===== config.mk =====
export PLATFORM = sky130hd
export DESIGN_NAME = m_imem_responder
export DESIGN_NICKNAME = d
export VERILOG_FILES = /design/src/rtl/m_imem_responder.sv
export SDC_FILE = /design/constraint.sdc
export NUM_CORES = 2
export LEC_CHECK = 0
export ABC_CLOCK_PERIOD_IN_PS = 9640
export CAP_MARGIN = 30
export CORE_MARGIN = 1
export CORE_UTILIZATION = 61
export CTS_CLUSTER_DIAMETER = 40
export DETAILED_ROUTE_END_ITERATION = 10
export GPL_TIMING_DRIVEN = 1
export HOLD_SLACK_MARGIN = 0.08
export PLACE_DENSITY_LB_ADDON = 0.25
export SLEW_MARGIN = 10
export SYNTH_ARGS = -nofsm -noshare
export SYNTH_HDL_FRONTEND = slang
export SYNTH_SLANG_ARGS = --single-unit

===== constraint.sdc =====
create_clock -name w_clock -period 9.64 [get_ports w_clock]
set_input_delay 1.928 -clock w_clock [delete_from_list [all_inputs] [get_ports w_clock]]
set_output_delay 1.928 -clock w_clock [all_outputs]
set_load 0.05 [all_outputs]

===== src/rtl/m_imem_responder.sv =====
// ============================================================================
// Module   : m_imem_responder
// Purpose  : 256-entry instruction memory with a registered single-cycle fetch
//            port and a byte-serial program-load port.
// Options  : IMEM_PARITY_EN adds one even-parity bit per stored word.
// Revision : 1.0 - initial release
// ============================================================================
`default_nettype none

module m_imem_responder #(
  parameter int INSTR_WIDTH = 16
) (
  input  logic                   w_clock,
  input  logic                   w_reset,
  input  logic [7:0]             w_bus_addr_in,
  input  logic                   w_fetch_req,
  output logic [INSTR_WIDTH-1:0] r_bus_instr_out,
  output logic                   r_instr_valid,
  input  logic                   w_load_start,
  input  logic [7:0]             w_bus_load_addr,
  input  logic [7:0]             w_bus_load_byte,
  input  logic                   w_load_byte_valid,
  input  logic                   w_load_stop,
  output logic                   r_load_ready,
  output logic [7:0]             r_bus_load_addr_out,
  output logic                   r_parity_err
);

  localparam int       c_NBYTES = INSTR_WIDTH / 8;
  localparam int       c_ASM_W  = (INSTR_WIDTH > 8) ? INSTR_WIDTH - 8 : 1;
  localparam bit [1:0] c_LAST   = 2'(c_NBYTES - 1);

  typedef enum logic [0:0] {
    S_IDLE = 1'b0,
    S_LOAD = 1'b1
  } state_t;

  state_t                 r_state;
  logic [1:0]             r_cnt;
  logic [c_ASM_W-1:0]     r_asm;
  logic [INSTR_WIDTH-1:0] r_mem [256];
  logic [INSTR_WIDTH-1:0] w_word;
  logic                   w_last;
  logic                   w_mem_we;

  // Word formed by the bytes already held plus the byte on the bus this cycle.
  generate
    if (c_NBYTES == 1) begin : g_asm_single
      assign w_word = w_bus_load_byte;
    end else begin : g_asm_multi
      assign w_word = {r_asm, w_bus_load_byte};
    end
  endgenerate

  assign w_last   = (r_cnt == c_LAST);
  assign w_mem_we = !w_reset && (r_state == S_LOAD) && !w_load_start &&
                    w_load_byte_valid && w_last;

  always_ff @(posedge w_clock) begin
    if (w_mem_we) begin
      r_mem[r_bus_load_addr_out] <= w_word;
    end
  end

`ifdef IMEM_PARITY_EN
  logic r_par [256];

  always_ff @(posedge w_clock) begin
    if (w_mem_we) begin
      r_par[r_bus_load_addr_out] <= ^w_word;
    end
  end
`endif

  always_ff @(posedge w_clock) begin
    if (w_reset) begin
      r_state             <= S_IDLE;
      r_cnt               <= 2'd0;
      r_asm               <= '0;
      r_bus_instr_out     <= '0;
      r_instr_valid       <= 1'b0;
      r_load_ready        <= 1'b0;
      r_bus_load_addr_out <= 8'd0;
      r_parity_err        <= 1'b0;
    end else begin
      r_instr_valid <= 1'b0;
      r_parity_err  <= 1'b0;
      case (r_state)
        S_IDLE: begin
          // A load start takes priority and silently drops a same-cycle fetch.
          if (w_load_start) begin
            r_state             <= S_LOAD;
            r_load_ready        <= 1'b1;
            r_bus_load_addr_out <= w_bus_load_addr;
            r_cnt               <= 2'd0;
          end else if (w_fetch_req) begin
            r_bus_instr_out <= r_mem[w_bus_addr_in];
            r_instr_valid   <= 1'b1;
`ifdef IMEM_PARITY_EN
            r_parity_err    <= (^r_mem[w_bus_addr_in]) != r_par[w_bus_addr_in];
`endif
          end
        end
        S_LOAD: begin
          if (w_load_start) begin
            r_bus_load_addr_out <= w_bus_load_addr;
            r_cnt               <= 2'd0;
          end else begin
            if (w_load_byte_valid) begin
              r_asm <= w_word[c_ASM_W-1:0];
              if (w_last) begin
                r_bus_load_addr_out <= r_bus_load_addr_out + 8'd1;
                r_cnt               <= 2'd0;
              end else begin
                r_cnt <= r_cnt + 2'd1;
              end
            end
            // Stop discards any partial word; a completing byte was handled above.
            if (w_load_stop) begin
              r_state      <= S_IDLE;
              r_load_ready <= 1'b0;
              r_cnt        <= 2'd0;
            end
          end
        end
        default: begin
          r_state      <= S_IDLE;
          r_load_ready <= 1'b0;
        end
      endcase
    end
  end

endmodule

`default_nettype wire


==> metrics.cfg <==
[status]
status = finished clean

[clock_network]
numCtsBuffers = 482
cts_resized = 0
hold_buffers = 0
cts_root_buf = clkbuf_16
h-tree-depth = 5
cts_sinks = 4133
clk_path_buf_depth = 4
clk_pin_slew_ns = 0.06
tritoncts = built
clock_latency_ns = 0.97
post_cts_buffers = 0

[critical_path]
worstSetupPathType = input port to flop
path_max_fanout = 74
timing.rr.end = r_mem[66][1]
cp_slowest_stage_delay_ns = 0.89
cp_top_family = compound AO/OA/AOI/OAI gates
timing.rr.start = r_state
ff2ff_path_depth = 9
reg2reg_setup_slack_ns = 5.55
end_kind = flop
crit_arrival_ns = 6.49
crit_chain = buf_8, or2_4, buf_4, o221ai_1, o22ai_1, o21ai_0, a21oi_1, nor4_1, buf_2, a221o_1
cp-start-kind = input port
cp_slowest_cell = buf_4
cp_data_required_time_ns = 10.46
crit_buf_inv = 3

[sta]
hold_viol = 0
worst_pin_slew_ns = 1.34
rsz0062_at_grt = false
timing.slew.headroom = 0.105
skew_ns = 0.0847
slew_violations = 0
max_freq_ghz = 0.176
setup_violations = 0
worst_slack_ns = 3.96
tns_ns = 0
period_share = 0.589
finalCriticalPeriod_ns = 5.68

[final_layout]
fill_cells = 15000
finish.net_count = 8187
area_growth_pct = 13.9
drive_above_1_share = 0.236

[floorplanning]
die-area_mm2 = 0.264
coreArea_mm2 = 0.260
rows = 187
die_h_um = 514
initial_core_util = 0.615
pin_count = 57
die_w_um = 514

[power]
netSwitchingFraction = 0.213
power_frac_seq = 0.494
combPwrFrac = 0.038
pwr-share-clk = 0.468
irDropWorstVdd_mv = 0.170
power.density_mw_per_mm2 = 219
p_sw_w = 0.00850
cellLeakagePower_nw = 62.7
p_int_w = 0.0314

[synthesis]
ys_seq_area_frac = 0.774
synth-edff-count = 4096
netlist_area_mm2 = 0.160
ys.flop_type = edfxtp_1
synth_top_area_cell = edfxtp_1
netlist_top_cells_count = edfxtp_1 (4096), mux4_2 (725), mux2i_1 (583)
ys_ff_latch = 4133
synth_cell_types = 80
synth.top_cell.area_share = 0.770
synthArstFlopShare = 0
synthCells = 7626
yosysMostFrequentCell = edfxtp_1
syn_nets = 7660
avgSynthCellArea_um2 = 21.0
synthTopCellsByArea = edfxtp_1 (77%), mux4_2 (10%), mux2i_1 (3.7%), o22ai_1 (0.82%), nor2_1 (0.74%)
yosysWarnings = 0

[global_route]
gr-total-overflow = 0
grt_pass1_wl_mm = 599
grt_max_degree = 201
antenna_found_initial = 20
grt_pass1_vias = 82200
grt_use_total = 0.321

[routing]
dr.pass1.iters = 9
drt_iter0_drc = 12900
vias_per_cell = 6.92
postRouteAntennaNets = 0
via_count = 83600
totalWireLength_mm = 424
post_drt_wl_per_cell_um = 35.1
drcViolationCount = 0

[hold_path]
hold_depth = 1
hold_start = r_cnt[1]
min_path_type = flop to flop
holdPathEnd = r_cnt[1]

[placement]
hpwl_mm = 241
port_buffers = 55
place.gp.congestion = 0.906
dpl_worst_slack_ns = 3.14

[job]
drv_cap = 0

## worst max-delay path by stage
stage | startpoint | endpoint | slack [ns] | cells after the start
finish | w_bus_addr_in[1] | r_bus_instr_out[4] | 3.96 | 10
global route | w_bus_addr_in[0] | r_bus_instr_out[2] | 3.84 | 10
global placement | w_bus_addr_in[0] | r_bus_instr_out[4] | 2.95 | 10
CTS | w_bus_addr_in[0] | r_bus_instr_out[14] | 4.12 | 10
floorplan | w_load_byte_valid | r_mem[102][0] | 5.17 | 7
detailed placement | w_bus_addr_in[0] | r_bus_instr_out[14] | 3.14 | 10
## layout make-up
type                       instances  area [um2]  share of cell area
inverter                          12        52.6            0.000289
sequential                      4133      124000               0.680
tap                             3496        4370              0.0240
antenna                           10        25.0            0.000137
clock inverter                   343        3990              0.0219
multi-input combinational       3024       32800               0.180
timing repair buffer             500        4560              0.0251
clock buffer                     555       12600              0.0689
## layout by cell type (no fill, tap or decap), types with 49 or more instances in the layout
cell	n
clkinvlp_4	65
nand2_1	292
edfxtp_1	4096
o21ai_0	76
a21oi_1	122
o221ai_1	98
clkinv_2	76
bufinv_16	67
clkinv_1	49
a211oi_1	73
clkbuf_16	490
nand3_1	57
o22ai_1	209
buf_4	384
mux2i_1	583
mux4_2	725
clkbuf_1	60
nor2_1	306
a22oi_1	112
## power groups by stage
stage	Sequential, W	Combinational, W	Clock (W)
floorplan	0.0201	0.000846	0
global placement	0.0201	0.00143	0
detailed placement	0.0201	0.00146	0
CTS	0.0197	0.00147	0.0187
global route	0.0197	0.00155	0.0194
finish	0.0197	0.00151	0.0186
## per-stage QoR
| step | hold WS (ns) | util | total power [W] | instance area (um2) | instances |
|---|---|---|---|---|---|
| final | 0.486 | 0.701 | 0.0398 | 182000 | 12100 |
| after global routing | 0.510 | 0.700 | 0.0407 | 182000 | 12100 |
| after CTS | 0.486 | 0.699 | 0.0399 | 182000 | 12000 |
| after detailed placement | 0.474 | 0.636 | 0.0215 | 165000 | 11100 |
| after global placement | 0.468 | 0.634 | 0.0215 | 165000 | 11100 |
| after floorplan | 0.464 | - | 0.0210 | 160000 | 7626 |
## kinds of logic after synthesis
kind of cell,Yosys count,synth area share
compound gates,857,0.0377
xor+xnor,5,0.000274
buf+inv,469,0.0214
simple gates,812,0.0219
fa+ha+maj,4,0.000313
other cells,1,0.0000235
flops,4133,0.774
mux,1345,0.144
## flip-flops by register name (all words and copies together) (netlist names)
name,count
r_asm,8
r_instr_valid,1
r_load_ready,1
r_state,1
r_bus_load_addr_out,8
r_cnt,2
r_mem,4096
r_bus_instr_out,16
## metal layers
metal	wire length (um)	up-vias	global-route usage
met2	198000	6239	0.487
met1	152000	43300	0.441
met3	54100	948	0.0890
li1	-	33100	-
met5	214	-	0
met4	19900	18	0.139
No activity file was read; power rests on OpenSTA's default activity.
